`src/rtl/pipeline_hazard_ctrl.sv`:
```
// Stall/flush sequencer for the 5-stage pipe: RUN/DWAIT/HALT FSM plus Mealy enable/flush decode.
// Optional perf counters (stall/flush/dwait) are compiled in when PIPE_PERF_EN is defined.
module pipeline_hazard_ctrl #(
   parameter int ZERO_REG_CHK = 1,
   parameter int CNT_W        = 32
) (
   input  logic       CLK,
   input  logic       nRST,
   input  logic       ihit,
   input  logic       dhit,
   input  logic       mem_dREN,
   input  logic       mem_dWEN,
   input  logic       ex_dREN,
   input  logic [4:0] ex_rt,
   input  logic [4:0] id_rs,
   input  logic [4:0] id_rt,
   input  logic       ex_redirect,
   input  logic       wb_halt,
   output logic       pc_en,
   output logic       ifid_en,
   output logic       ifid_flush,
   output logic       idex_en,
   output logic       idex_flush,
   output logic       exmem_en,
   output logic       exmem_flush,
   output logic       memwb_en,
   output logic       halt_out
`ifdef PIPE_PERF_EN
   ,
   output logic [CNT_W-1:0] stall_cycles,
   output logic [CNT_W-1:0] flush_events,
   output logic [CNT_W-1:0] dwait_cycles
`endif
);

   typedef enum logic [1:0] {RUN, DWAIT, HALT} state_t;

   state_t state_reg, state_next;

   logic memreq, luse, redirect_taken;
   logic pc_en_c, ifid_en_c, ifid_flush_c, idex_en_c, idex_flush_c;
   logic exmem_en_c, exmem_flush_c, memwb_en_c, halt_c;

   assign memreq = mem_dREN | mem_dWEN;
   assign luse   = ex_dREN && ((ex_rt == id_rs) || (ex_rt == id_rt)) &&
                   !((ZERO_REG_CHK != 0) && (ex_rt == 5'd0));

   always_ff @(posedge CLK or negedge nRST) begin
      if (!nRST) state_reg <= RUN;
      else       state_reg <= state_next;
   end

   always_comb begin
      state_next     = state_reg;
      pc_en_c        = 1'b0;
      ifid_en_c      = 1'b0;
      ifid_flush_c   = 1'b0;
      idex_en_c      = 1'b0;
      idex_flush_c   = 1'b0;
      exmem_en_c     = 1'b0;
      exmem_flush_c  = 1'b0;
      memwb_en_c     = 1'b0;
      halt_c         = 1'b0;
      redirect_taken = 1'b0;
      case (state_reg)
         HALT: halt_c = 1'b1;
         RUN, DWAIT: begin
            if (state_reg == DWAIT && !dhit) begin
               state_next = DWAIT;
            end else if (wb_halt) begin
               halt_c     = 1'b1;
               state_next = HALT;
            end else if (state_reg == RUN && memreq && !dhit) begin
               state_next = DWAIT;
            end else begin
               // Access satisfied (or none pending): normal hazard priority.
               state_next = RUN;
               idex_en_c  = 1'b1;
               exmem_en_c = 1'b1;
               memwb_en_c = 1'b1;
               ifid_en_c  = 1'b1;
               if (ex_redirect) begin
                  redirect_taken = 1'b1;
                  pc_en_c        = 1'b1;
                  ifid_flush_c   = 1'b1;
                  idex_flush_c   = 1'b1;
               end else if (luse) begin
                  ifid_en_c    = 1'b0;
                  idex_flush_c = 1'b1;
               end else if (!ihit) begin
                  ifid_flush_c = 1'b1;
               end else begin
                  pc_en_c = 1'b1;
               end
            end
         end
         default: state_next = RUN;
      endcase
   end

   // Outputs are forced low for as long as reset is held.
   assign pc_en       = pc_en_c       & nRST;
   assign ifid_en     = ifid_en_c     & nRST;
   assign ifid_flush  = ifid_flush_c  & nRST;
   assign idex_en     = idex_en_c     & nRST;
   assign idex_flush  = idex_flush_c  & nRST;
   assign exmem_en    = exmem_en_c    & nRST;
   assign exmem_flush = exmem_flush_c & nRST;
   assign memwb_en    = memwb_en_c    & nRST;
   assign halt_out    = halt_c        & nRST;

`ifdef PIPE_PERF_EN
   logic [CNT_W-1:0] stall_reg, flush_reg, dwait_reg;
   logic             live;

   assign live = (state_reg != HALT);

   always_ff @(posedge CLK or negedge nRST) begin
      if (!nRST) begin
         stall_reg <= '0;
         flush_reg <= '0;
         dwait_reg <= '0;
      end else begin
         if (live && !pc_en_c && stall_reg != '1)
            stall_reg <= stall_reg + 1'b1;
         if (live && redirect_taken && flush_reg != '1)
            flush_reg <= flush_reg + 1'b1;
         if (state_reg == DWAIT && !dhit && dwait_reg != '1)
            dwait_reg <= dwait_reg + 1'b1;
      end
   end

   assign stall_cycles = stall_reg;
   assign flush_events = flush_reg;
   assign dwait_cycles = dwait_reg;
`else
   // CNT_W only sizes the perf counters; nothing to build without them.
   if (CNT_W < 1) begin : g_cnt_w_unused
   end
`endif

endmodule

```
`config.mk`:
```
export PLATFORM = sky130hd
export DESIGN_NAME = pipeline_hazard_ctrl
export DESIGN_NICKNAME = d
export VERILOG_FILES = /design/src/rtl/pipeline_hazard_ctrl.sv
export SDC_FILE = /design/constraint.sdc
export NUM_CORES = 1
export LEC_CHECK = 0
export BUFFER_PORTS_ARGS = -buffer_cell sky130_fd_sc_hd__buf_2
export CORE_AREA = 3 3 40 42
export DETAILED_ROUTE_END_ITERATION = 16
export DIE_AREA = 0 0 43 45
export HOLD_SLACK_MARGIN = 0.1
export PLACE_DENSITY = 0.57
export SETUP_SLACK_MARGIN = 0.4
export SLEW_MARGIN = 10
export SYNTH_ARGS = -nofsm -noshare
export SYNTH_HDL_FRONTEND = slang
export SYNTH_SLANG_ARGS = --single-unit
```
`constraint.sdc`:
```
create_clock -name CLK -period 2.66 [get_ports CLK]
set_input_delay 0.266 -clock CLK [delete_from_list [all_inputs] [get_ports CLK]]
set_output_delay 0.266 -clock CLK [all_outputs]
set_load 0.05 [all_outputs]
```
# Word-level counts from Yosys, hierarchy flattened
# Cells that the tools add are included.
# Widths: inputs -> output; s select.
[word_totals]
input_bits = 24
elab_cells = 60
register_bits = 2
[op_classes]
n_reduce_logical = 11
eq_ne = 4
mux = 37
bitwise = 7
[ops]
columns = ["operator", "n"]
rows = [
  ["$mux 1", 33],
  ["$eq 5x5->1", 2],
  ["$and 1x1->1", 6],
  ["$logic_and 1x1->1", 5],
  ["$logic_not 5->1", 1],
  ["$mux 2", 2],
  ["$pmux 2 s2", 1],
  ["$eq 2x1->1 const B", 1],
  ["$eq 2x2->1 const B", 1],
  ["$logic_not 1->1", 2],
  ["$logic_not 2->1", 1],
  ["$pmux 1 s2", 1],
  ["$reduce_or 2->1", 1],
  ["$logic_or 1x1->1", 1],
  ["$or 1x1->1", 1],
]

# Depth between registers and ports, before layout
[depth]
ltp_word = 11
ltp_mapped = 5
depth_no_buf = 5

# Worst setup path after synthesis
# No wires, ideal clock.
[synth_path]
path_kind = "register to output"
start = "reg state_reg[0]"
end = "out ifid_flush"
n_path_buf = 0
arrival_time_ps = 2083
setup_slack_ps = 311
path_stages_with_launch = 6
cell_sequence = "dfrtp_1 > nor3_1 > o211ai_2 > inv_1 > o21ai_0 > a21oi_1"
[synth_via]
elab_chain_cells = 8
[synth_lines]
columns = ["element", "line", "rtl"]
rows = [
  ["start, declared", "38", "state_t state_reg, state_next;"],
  ["start signal, assigned", "50", "else state_reg <= state_next;"],
  ["$logic_not 2->1", "65, 73", ""],
  ["$logic_and 1x1->1 (2 in a row)", "73", "end else if (state_reg == RUN && memreq && !dhit) begin"],
  ["$mux 1", "73", ""],
  ["$mux 1", "70", "end else if (wb_halt) begin"],
  ["$mux 1", "68", "if (state_reg == DWAIT && !dhit) begin"],
  ["$mux 1 (*)", "65", "case (state_reg)"],
  ["$and 1x1->1 (*)", "104", "assign ifid_flush = ifid_flush_c & nRST;"],
  ["end, declared", "21", "output logic ifid_flush,"],
]
# Mark *: on every way between the ends. The rest lies on a longest branch, timed or not.

# Worst setup path in the final report
# Same ends and word-level chain as after synthesis.

==> qor.yml <==
hp-class: "in2reg"
main_combinational_cell_family_by_area_after_synthesis: "XOR/XNOR gates"
wire_length_of_the_first_global_routing_pass_mm: 1.23
design.core.area_um2: 1280
clkTransAtPathRegs_ns: 0.03
rsz0062_at_grt: "no"
start_kind: "flop"
yosys_register_bits: 2
drive_gt1_frac: 0.521
critPathKind: "reg2out"
worst_r2r_endpoint: "state_reg[0]"
clock-root-buffer: "sky130_fd_sc_hd__clkbuf_4"
postRouteAntennaNets: 0
cp.required_ns: 2.39
io_buffer_count: 31
synth.distinct_cells: 19
multi_input_comb_area_um2: 228
routed_wl_um: 826
final-setup-viol-count: 0
rows: 13
clock_sink_count: 2
cp_max_fo: 6
globalRoute.totalOverflow: 0
htreeDepth: 1
run_status: "finished clean"
worst_hold_path.endpoint: "state_reg[0]"
pwr_density_cell_nw_per_um2: 307
regToRegStartpoint: "state_reg[0]"
simple_gate_area_share_of_the_yosys_netlist: 0.177
arrival_ns: 1.68
routabilityCongestion: 0.736
die_area_um2: 1940
synth_seq_area_share: 0.165
worst_clock_skew_ns: 0.0000145
hpwl_dp_um: 715
cell_area_after_synthesis_um2: 304
viasPerCell: 4.38
syn-instance-count: 41
grt_resource_usage_total: 0.0899
cap_violations: 0
post-route-drc-count: 0
category_of_the_worst_setup_path_capture_point: "primary output"
number_of_fill_cells: 145
hold_start: "dhit"
timing.final.crit_share: 0.731
hold_depth: 2
vdd_ir_drop_max_mv: 0.130
drt-wirelength-per-cell_um: 9.39
report.power.total_uw: 152
top_level_ports: 33
xor_xnor_share_of_the_synthesized_area: 0.288
clock_latency_late_sink_ns: 0.23
flow.area_growth_from_synthesis_pct: 63.0
reg2reg_setup_slack_ns: 1.70
clock.fmax_ghz: 0.514
clock_tree.buffer_depth: 2
seqCellArea_um2: 50.0
grt_pass1_vias: 344
largest_reg_flops: 2
die_width_um: 43
die_h_um: 45
cts_tree: "built"
synthAdderAreaFrac: 0
avg_cell_area_syn_um2: 7.42
synth_compound_area_frac: 0.247
post_synth_mux_area_share: 0
static-leakage-power_nw: 0.249
tritoncts_buffer_count: 3
synth_fp_nets: 65
reg2regPathDepth: 2
antenna_found_initial: 0
antenna_cells_inserted: 0
tns_ns: 0
postCtsSetupBuffers: 0
grt_start_max_net_pins: 7
first_pass_iters: 2
ys_warn_count: 0
timing.final.max_slew_violations: 0
initial_core_util: 0.237
hold_viol_final: 0
number_of_nets_in_the_layout: 99
detailroute.via_count: 385
finalCriticalPeriod_ns: 1.94
drt_iter0_markers: 2
cts_repair_resize_count: 0
cts_hold_buffers: 1
==> worst max-delay path: stages, from the launching register on <==
cell and delay [ns]:
sky130_fd_sc_hd__dfrtp_1 0.38, sky130_fd_sc_hd__nor3_1 0.29, sky130_fd_sc_hd__o211ai_2 0.13, sky130_fd_sc_hd__inv_1 0.14, sky130_fd_sc_hd__o21ai_0 0.12, sky130_fd_sc_hd__a21oi_2 0.12, sky130_fd_sc_hd__buf_2 0.27
==> routing by layer <==
metal,global-route usage,wire length [µm]
met4,0.108,0
met3,0.0279,132
met5,0,0
met1,0.0892,309
met2,0.138,384
==> metrics by stage <==
step	cell area [µm²]	setup slack [ns]	instances	utilization	hold slack (ns)
finish	495	0.716	88	0.386	0.252
global route	495	0.583	88	0.386	0.248
CTS	495	0.695	88	0.386	0.241
detailed placement	463	0.794	84	0.360	0.0723
global placement	463	0.816	84	0.360	0.0725
floorplan	312	0.579	41	-	-0.0296
==> cells by family (layout without fill, tap and decap cells) <==
kind of cell	Yosys count	in the layout
buffers and inverters	6	38
other	1	1
AND/OR/NAND/NOR	11	11
flip-flops	2	2
XOR/XNOR	10	10
AO/OA/AOI/OAI	11	11
==> layout make-up <==
| class | instances | area share |
|---|---|---|
| inverter | 3 | 0.0227 |
| multi-input combinational | 33 | 0.460 |
| sequential | 2 | 0.101 |
| clock buffer | 3 | 0.0455 |
| timing repair buffer | 32 | 0.333 |
| tap | 15 | 0.0379 |
==> power by group <==
group / internal [mW] / total, mW / leakage, nW / switching, mW
logic: 0.0269 / 0.0534 / 0.213 / 0.0265
registers: 0.0307 / 0.0307 / 0.0227 / 0.0000000302
clock network: 0.0499 / 0.0683 / 0.0138 / 0.0184
total: 0.107 / 0.152 / 0.249 / 0.0449
==> cells in the final DEF (no fill, tap or decap), types with 2 or more instances in the layout <==
cell type,count
sky130_fd_sc_hd__nor2_1,3
sky130_fd_sc_hd__o21ai_0,2
sky130_fd_sc_hd__nand3_1,2
sky130_fd_sc_hd__a21oi_2,2
sky130_fd_sc_hd__a21oi_1,2
sky130_fd_sc_hd__xnor2_1,10
sky130_fd_sc_hd__inv_1,3
sky130_fd_sc_hd__dfrtp_1,2
sky130_fd_sc_hd__nand2_1,2
sky130_fd_sc_hd__clkbuf_4,3
sky130_fd_sc_hd__buf_2,31
==> worst max path at each step <==
stage / startpoint / endpoint / slack, ns / cells after the start
floorplan: ex_rt[1] / ifid_en / 0.58 / 4
global placement: ex_rt[1] / ifid_en / 0.82 / 6
detailed placement: ex_rt[1] / ifid_en / 0.79 / 6
CTS: state_reg[0] / ifid_flush / 0.70 / 6
global route: nRST / ifid_flush / 0.58 / 7
finish: state_reg[0] / ifid_flush / 0.72 / 6
==> cells in the mapped netlist <==
| library cell | number | area [µm²] |
|---|---|---|
| sky130_fd_sc_hd__xnor2_1 | 10 | 87.6 |
| sky130_fd_sc_hd__nor2_1 | 3 | 11.3 |
| sky130_fd_sc_hd__dfrtp_1 | 2 | 50.1 |
| sky130_fd_sc_hd__conb_1 | 1 | 3.75 |
| sky130_fd_sc_hd__o22ai_1 | 1 | 6.26 |
| sky130_fd_sc_hd__o21ai_0 | 2 | 10.0 |
| sky130_fd_sc_hd__a21oi_1 | 4 | 20.0 |
| sky130_fd_sc_hd__buf_4 | 3 | 22.5 |
| sky130_fd_sc_hd__a22o_1 | 1 | 8.76 |
| sky130_fd_sc_hd__and2_1 | 1 | 6.26 |
| sky130_fd_sc_hd__nor3_1 | 1 | 5.00 |
| sky130_fd_sc_hd__or4_1 | 1 | 7.51 |
| sky130_fd_sc_hd__o21ai_2 | 1 | 8.76 |
| sky130_fd_sc_hd__inv_1 | 3 | 11.3 |
| sky130_fd_sc_hd__a2111oi_0 | 1 | 8.76 |
| sky130_fd_sc_hd__nand3_1 | 2 | 10.0 |
| sky130_fd_sc_hd__nand2_1 | 2 | 7.51 |
| sky130_fd_sc_hd__o211ai_2 | 1 | 12.5 |
| sky130_fd_sc_hd__nand2b_1 | 1 | 6.26 |
Note: power is estimated with default switching activity, not from simulation.
